[config.mk]
export PLATFORM = sky130hd
export DESIGN_NAME = measurement_scheduler
export DESIGN_NICKNAME = d
export VERILOG_FILES = /design/src/rtl/quantum_pkg.sv /design/src/rtl/rr_arbiter.sv /design/src/rtl/measurement_scheduler.sv
export SDC_FILE = /design/constraint.sdc
export NUM_CORES = 1
export LEC_CHECK = 0
export ABC_CLOCK_PERIOD_IN_PS = 2390
export CAP_MARGIN = 20
export CORE_ASPECT_RATIO = 0.7
export CORE_MARGIN = 10
export CORE_UTILIZATION = 42
export CTS_BUF_LIST = sky130_fd_sc_hd__clkbuf_2 sky130_fd_sc_hd__clkbuf_4 sky130_fd_sc_hd__clkbuf_8
export CTS_CLUSTER_SIZE = 20
export DETAILED_ROUTE_END_ITERATION = 6
export GPL_TIMING_DRIVEN = 0
export PLACE_DENSITY = 0.85
export SYNTH_ARGS = -nofsm -noshare
export SYNTH_HDL_FRONTEND = slang
export SYNTH_HIERARCHICAL = 1
export SYNTH_SLANG_ARGS = --single-unit
[constraint.sdc]
create_clock -name clk -period 2.39 [get_ports clk]
set_input_delay 0.478 -clock clk [delete_from_list [all_inputs] [get_ports clk]]
set_output_delay 0.478 -clock clk [all_outputs]
set_load 0.01 [all_outputs]
[src/rtl/quantum_pkg.sv]
// Shared Q15.16 constants, amplitude width and scheduler FSM encoding.
// Latency: n/a (types and constants only).
// Backpressure: n/a.
package quantum_pkg;

  localparam int AMP_W = 32;

  localparam logic [AMP_W-1:0] ONE  = 32'h0001_0000;
  localparam logic [AMP_W-1:0] ZERO = 32'h0000_0000;

  typedef enum logic [2:0] {
    ST_IDLE  = 3'd0,
    ST_FETCH = 3'd1,
    ST_LATCH = 3'd2,
    ST_MEAS  = 3'd3,
    ST_WAIT  = 3'd4,
    ST_WRITE = 3'd5,
    ST_ACK   = 3'd6
  } meas_state_t;

endpackage

[src/rtl/rr_arbiter.sv]
// Round-robin pick among requesters, starting one past the previous grant.
// Latency: combinational.
// Backpressure: none; the caller samples grant_idx only when it can accept a grant.
module rr_arbiter #(
  parameter int NQ = 4,
  parameter int QW = $clog2(NQ)
) (
  input  logic [NQ-1:0] req,
  input  logic [QW-1:0] last_grant,
  output logic [QW-1:0] grant_idx,
  output logic          grant_valid
);

  // Walk the requesters from last_grant+1 with wrap, first hit wins.
  always_comb begin
    int          idx;
    logic [QW-1:0] sel;
    idx         = 0;
    sel         = '0;
    grant_idx   = '0;
    grant_valid = 1'b0;
    for (int k = 1; k <= NQ; k++) begin
      idx = (int'(last_grant) + k) % NQ;
      sel = QW'(idx);
      if (!grant_valid && req[sel]) begin
        grant_valid = 1'b1;
        grant_idx   = sel;
      end
    end
  end

endmodule

[src/rtl/measurement_scheduler.sv]
// Serialises qubit measurement requests onto one shared measurement unit.
// Latency: 6 cycles req-in-IDLE to ack when meas_done follows meas_en by one cycle.
// Backpressure: req is a held level; one operation at a time, others wait in IDLE arbitration.
module measurement_scheduler
  import quantum_pkg::*;
#(
  parameter int NQ      = 4,
  parameter int TIMEOUT = 16,
  parameter int QW      = $clog2(NQ)
) (
  input  logic             clk,
  input  logic             reset,
  input  logic [NQ-1:0]    req,
  output logic [NQ-1:0]    ack,
  output logic             result,
  output logic             busy,
  output logic             rd_en,
  output logic [QW-1:0]    rd_sel,
  input  logic [AMP_W-1:0] prob_0,
  output logic             lfsr_step,
  output logic             meas_en,
  output logic [AMP_W-1:0] meas_prob,
  input  logic             meas_done,
  input  logic             meas_bit,
  input  logic [AMP_W-1:0] meas_alpha,
  input  logic [AMP_W-1:0] meas_beta,
  output logic             wr_en,
  output logic [QW-1:0]    wr_sel,
  output logic [AMP_W-1:0] wr_alpha,
  output logic [AMP_W-1:0] wr_beta,
  output logic             timeout_err
);

  localparam int CW = $clog2(TIMEOUT + 1);

  meas_state_t      state_q, state_d;
  logic [QW-1:0]    cur_q, cur_d;
  logic [QW-1:0]    last_grant_q, last_grant_d;
  logic [CW-1:0]    cnt_q, cnt_d;
  logic             bit_q, bit_d;
  logic [NQ-1:0]    ack_q, ack_d;
  logic             result_q, result_d;
  logic             busy_q, busy_d;
  logic             rd_en_q, rd_en_d;
  logic [QW-1:0]    rd_sel_q, rd_sel_d;
  logic             lfsr_step_q, lfsr_step_d;
  logic             meas_en_q, meas_en_d;
  logic [AMP_W-1:0] meas_prob_q, meas_prob_d;
  logic             wr_en_q, wr_en_d;
  logic [QW-1:0]    wr_sel_q, wr_sel_d;
  logic [AMP_W-1:0] wr_alpha_q, wr_alpha_d;
  logic [AMP_W-1:0] wr_beta_q, wr_beta_d;
  logic             timeout_err_q, timeout_err_d;

  logic [QW-1:0]    grant_idx;
  logic             grant_valid;

  rr_arbiter #(.NQ(NQ), .QW(QW)) u_arb (
    .req        (req),
    .last_grant (last_grant_q),
    .grant_idx  (grant_idx),
    .grant_valid(grant_valid)
  );

  // Next-state sequencing; strobes are decoded from the next state so they leave a flop.
  always_comb begin
    state_d       = state_q;
    cur_d         = cur_q;
    last_grant_d  = last_grant_q;
    cnt_d         = cnt_q;
    bit_d         = bit_q;
    meas_prob_d   = meas_prob_q;
    wr_alpha_d    = wr_alpha_q;
    wr_beta_d     = wr_beta_q;
    timeout_err_d = timeout_err_q;

    case (state_q)
      ST_IDLE: begin
        if (grant_valid) begin
          cur_d   = grant_idx;
          state_d = ST_FETCH;
        end
      end
      ST_FETCH: state_d = ST_LATCH;
      ST_LATCH: begin
        meas_prob_d = prob_0;
        state_d     = ST_MEAS;
      end
      ST_MEAS: begin
        cnt_d   = '0;
        state_d = ST_WAIT;
      end
      ST_WAIT: begin
        if (meas_done) begin
          bit_d      = meas_bit;
          wr_alpha_d = meas_alpha;
          wr_beta_d  = meas_beta;
          state_d    = ST_WRITE;
        end else if (cnt_q == CW'(TIMEOUT - 1)) begin
          // Unit never answered: report a 0 and leave the state store untouched.
          timeout_err_d = 1'b1;
          bit_d         = 1'b0;
          state_d       = ST_ACK;
        end else begin
          cnt_d = cnt_q + 1'b1;
        end
      end
      ST_WRITE: state_d = ST_ACK;
      ST_ACK: begin
        last_grant_d = cur_q;
        state_d      = ST_IDLE;
      end
      default: state_d = ST_IDLE;
    endcase

    busy_d      = (state_d != ST_IDLE);
    rd_en_d     = (state_d == ST_FETCH);
    rd_sel_d    = (state_d == ST_FETCH) ? cur_d : rd_sel_q;
    lfsr_step_d = (state_d == ST_LATCH);
    meas_en_d   = (state_d == ST_MEAS);
    wr_en_d     = (state_d == ST_WRITE);
    wr_sel_d    = (state_d == ST_WRITE) ? cur_d : wr_sel_q;
    ack_d       = '0;
    result_d    = 1'b0;
    if (state_d == ST_ACK) begin
      ack_d[cur_d] = 1'b1;
      result_d     = bit_d;
    end
  end

  // State and output registers with synchronous reset.
  always_ff @(posedge clk) begin
    if (reset) begin
      state_q       <= ST_IDLE;
      cur_q         <= '0;
      last_grant_q  <= QW'(NQ - 1);
      cnt_q         <= '0;
      bit_q         <= 1'b0;
      ack_q         <= '0;
      result_q      <= 1'b0;
      busy_q        <= 1'b0;
      rd_en_q       <= 1'b0;
      rd_sel_q      <= '0;
      lfsr_step_q   <= 1'b0;
      meas_en_q     <= 1'b0;
      meas_prob_q   <= ZERO;
      wr_en_q       <= 1'b0;
      wr_sel_q      <= '0;
      wr_alpha_q    <= ONE;
      wr_beta_q     <= ZERO;
      timeout_err_q <= 1'b0;
    end else begin
      state_q       <= state_d;
      cur_q         <= cur_d;
      last_grant_q  <= last_grant_d;
      cnt_q         <= cnt_d;
      bit_q         <= bit_d;
      ack_q         <= ack_d;
      result_q      <= result_d;
      busy_q        <= busy_d;
      rd_en_q       <= rd_en_d;
      rd_sel_q      <= rd_sel_d;
      lfsr_step_q   <= lfsr_step_d;
      meas_en_q     <= meas_en_d;
      meas_prob_q   <= meas_prob_d;
      wr_en_q       <= wr_en_d;
      wr_sel_q      <= wr_sel_d;
      wr_alpha_q    <= wr_alpha_d;
      wr_beta_q     <= wr_beta_d;
      timeout_err_q <= timeout_err_d;
    end
  end

  assign ack         = ack_q;
  assign result      = result_q;
  assign busy        = busy_q;
  assign rd_en       = rd_en_q;
  assign rd_sel      = rd_sel_q;
  assign lfsr_step   = lfsr_step_q;
  assign meas_en     = meas_en_q;
  assign meas_prob   = meas_prob_q;
  assign wr_en       = wr_en_q;
  assign wr_sel      = wr_sel_q;
  assign wr_alpha    = wr_alpha_q;
  assign wr_beta     = wr_beta_q;
  assign timeout_err = timeout_err_q;

endmodule

==> results.tsv <==
stage	metric	value	unit
final_layout	P&R area growth vs syn	61.5	%
final_layout	fillcell total	792	
die	Die H	106	microns
outcome	outcome	finished clean	
worst_setup_path	crit path max fanout	6	
global_routing	global-route wire length before repair	24600	microns
sta	final setup vio count	0	
detailed_routing	Pre-Repair DR Iteration Count	4	
clocking	CTS Buffer Depth	2	
placement	port buffer count	214	
detailed_routing	DR vias	4593	
clocking	clock latency on the worst-skew pair	430	ps
power_and_ir_drop	Leak	2.52	nW
worst_setup_path	Crit path arrival time	2550	ps
global_routing	met2 Use GR	34.4	%
final_layout	Finished Cell Area	0.00719	sq mm
final_layout	Finished Layout Cells	919	
sta	setup ws final	173	ps
synth	Mapped Cells	542	
die	io pins	215	
clocking	root buf cell	clkbuf_8	
clocking	TritonCTS clock tree	done	
worst_setup_path	CP Class	in -> reg	
synth	syn_nets	648	
clocking	Clock transition at path regs	70	ps
clocking	Post-CTS Setup Inserts	0	
sta	RSZ-0062 raised after global routing	false	
sta	minimum clock period	2220	ps
placement	hpwl dp	12300	microns
clocking	post-cts sizing count	0	
worst_setup_path	Crit path required time	2720	ps
clocking	H-tree levels	4	
clocking	CTS Buf Count	17	
worst_hold_path	worst hold path class	reg -> reg	
final_layout	layout cell share with drive strength beyond 1	5.34	%
die	Site Rows	31	
synth	synthesized flop and latch total	124	
placement	placed cell count	888	
synth	Yosys top cell area share	55.7	%
placement	GP Congestion	0.848	
detailed_routing	Starting DRT DRC Count	191	
clocking	clock sink count	124	
power_and_ir_drop	total chip power	4.70	mW
sta	Max-slew headroom	54.4	%
global_routing	All-Layer GR Usage	20.2	%
synth	YS warnings	6	
die	Core ar.	0.0104	sq mm
sta	crit share post-route	92.8	%
final_layout	Nets	881	
detailed_routing	WL final	15700	microns
power_and_ir_drop	Worst VDD drop	685	uV
flow_run	total of max-cap violations	0	
global_routing	met3 Use GR	8.49	%
worst_setup_path	CP endpoint kind	flop	
detailed_routing	via-per-instance ratio	5.00	
die	Die Width	143	microns
detailed_routing	Post-DRT Antenna Nets	0	
worst_setup_path	crit path launch type	primary input	
final_layout	Inserted Diodes	0	
global_routing	grt ovf	0	
detailed_routing	WL per Instance	17.1	microns
clocking	CTS Hold Bufs	0	
global_routing	most used routing layer	met2	
sta	worst slew pin tran	682	ps
die	Die ar.	0.0152	sq mm
synth	Synth area leader	dfxtp_1	
sta	fin. max-slew vios	0	
sta	Fin. Hold Viols	0	
synth	Area contributors post-synth	dfxtp_1 (56%), nand2_1 (16%), a21oi_1 (12%), clkbuf_1 (2.9%), mux2i_1 (1.8%)	
placement	worst slack at placement	-211	ps
synth	distinct cell type count after synthesis	39	
synth	Seq/Total Area, Yosys	55.7	%
sta	Max Freq	451	MHz
sta	Final Skew	11.2	ps
power_and_ir_drop	P per Cell Area	653	mW/mm^2
die	Initial Util	43.0	%
placement	Placement Cell Area	0.00676	sq mm
global_routing	vias in the first global route	4783	
global_routing	largest net degree at the start of global routing	17	
detailed_routing	DRC	0	
synth	syn avg cell area	8.22	sq um
global_routing	met1 global-route usage	22.3	%
global_routing	initial antenna violation count	0	
synth	Mapped Area	0.00445	sq mm
[registers in the layout, summed over array words and instances (netlist names)]
name          flops
meas_prob        32
wr_alpha         32
wr_beta          32
cnt_q             5
ack               4
state_q           3
cur_q             2
last_grant_q      2
rd_sel            2
wr_sel            2
bit_q             1
busy              1
lfsr_step         1
meas_en           1
rd_en             1
result            1
timeout_err       1
wr_en             1
[cells in the final DEF (no fill, tap or decap), types with 4 or more instances in the layout]
cell type / Yosys / layout
a21oi_1: 106 / 106
buf_2: 5 / 5
clkbuf_1: 34 / 34
clkbuf_8: 0 / 22
clkdlybuf4s50_1: 0 / 214
dfxtp_1: 124 / 124
mux2i_1: 8 / 8
nand2_1: 194 / 194
nand2b_1: 7 / 7
nand3_1: 4 / 4
nand3b_1: 5 / 5
nor2_1: 14 / 14
nor3b_1: 5 / 5
[synthesized netlist by cell type]
| library cell | n |
|---|---|
| a211oi_1 | 2 |
| a21oi_1 | 106 |
| a21oi_2 | 1 |
| a221oi_1 | 1 |
| a31oi_1 | 1 |
| and2b_1 | 1 |
| and3_1 | 1 |
| and3b_1 | 1 |
| buf_2 | 5 |
| clkbuf_1 | 34 |
| dfxtp_1 | 124 |
| ha_1 | 2 |
| inv_1 | 2 |
| mux2i_1 | 8 |
| nand2_1 | 194 |
| nand2b_1 | 7 |
| nand3_1 | 4 |
| nand3b_1 | 5 |
| nor2_1 | 14 |
| nor2b_1 | 2 |
| nor3_1 | 2 |
| nor3b_1 | 5 |
| nor4b_1 | 1 |
| nor4b_2 | 1 |
| nor4bb_1 | 1 |
| o2111a_1 | 1 |
| o211ai_1 | 1 |
| o21ai_0 | 3 |
| o21bai_1 | 1 |
| o221ai_2 | 1 |
| o22a_1 | 1 |
| o311ai_0 | 1 |
| o31ai_1 | 1 |
| or2_2 | 1 |
| or3_1 | 1 |
| or3b_1 | 1 |
| or3b_2 | 2 |
| or4_1 | 1 |
| or4bb_1 | 1 |
[cells by family (layout without fill, tap and decap cells)]
logic type | Yosys count | in the layout | share of synthesized area (%)
buffers and inverters | 41 | 286 | 3.60
muxes | 8 | 8 | 1.80
DFF | 124 | 124 | 55.7
and+or+nand+nor | 246 | 246 | 23.7
AOI/OAI and AO/OA | 121 | 121 | 14.6
adders and majority gates | 2 | 2 | 0.562
[critical path, cell delays in order]
cell,delay [ps]
clkdlybuf4s50_1,550
nor2_1,70
nand2_1,90
nor4b_2,570
mux2i_1,510
nor3b_1,280
[stage by stage]
| step | hold slack [ps] | utilization, % | TNS (ps) |
|---|---|---|---|
| finish | 454 | 69.5 | 0 |
| global route | 472 | 69.5 | 0 |
| CTS | 455 | 69.5 | 0 |
| detailed placement | 447 | 65.3 | -4630 |
| global placement | 442 | 65.3 | -4170 |
| floorplan | 445 | - | 0 |
[report_power, final]
group | internal [mW] | switching [mW]
Clock | 1.20 | 0.795
Sequential | 2.13 | 0.0352
Combinational | 0.304 | 0.239
[final timing paths]
check,slack [ps],endpoint,cells past startpoint,startpoint
setup / recovery,170,ack[1],6,req[1]
hold / removal,450,wr_beta[4],2,wr_beta[4]
setup reg to reg,410,cnt_q[3],6,cnt_q[0]
hold reg to reg,450,wr_beta[4],2,wr_beta[4]
[final cells by class]
type	instances	area, sq um	share of cell area [%]
Inverter	2	7.51	0.104
Tap cell	132	165	2.30
Buffer	39	153	2.12
Multi-Input combinational cell	377	1810	25.2
Clock buffer	25	325	4.52
Sequential cell	124	2480	34.5
Clock inverter	6	108	1.50
Timing Repair Buffer	214	2140	29.8
[layer usage]
layer	up-vias	routed length, microns
li1	2248	-
met1	2155	6190
met2	176	7740
met3	14	1530
met4	0	215
met5	-	0
Note: power is estimated with default switching activity, not from simulation.
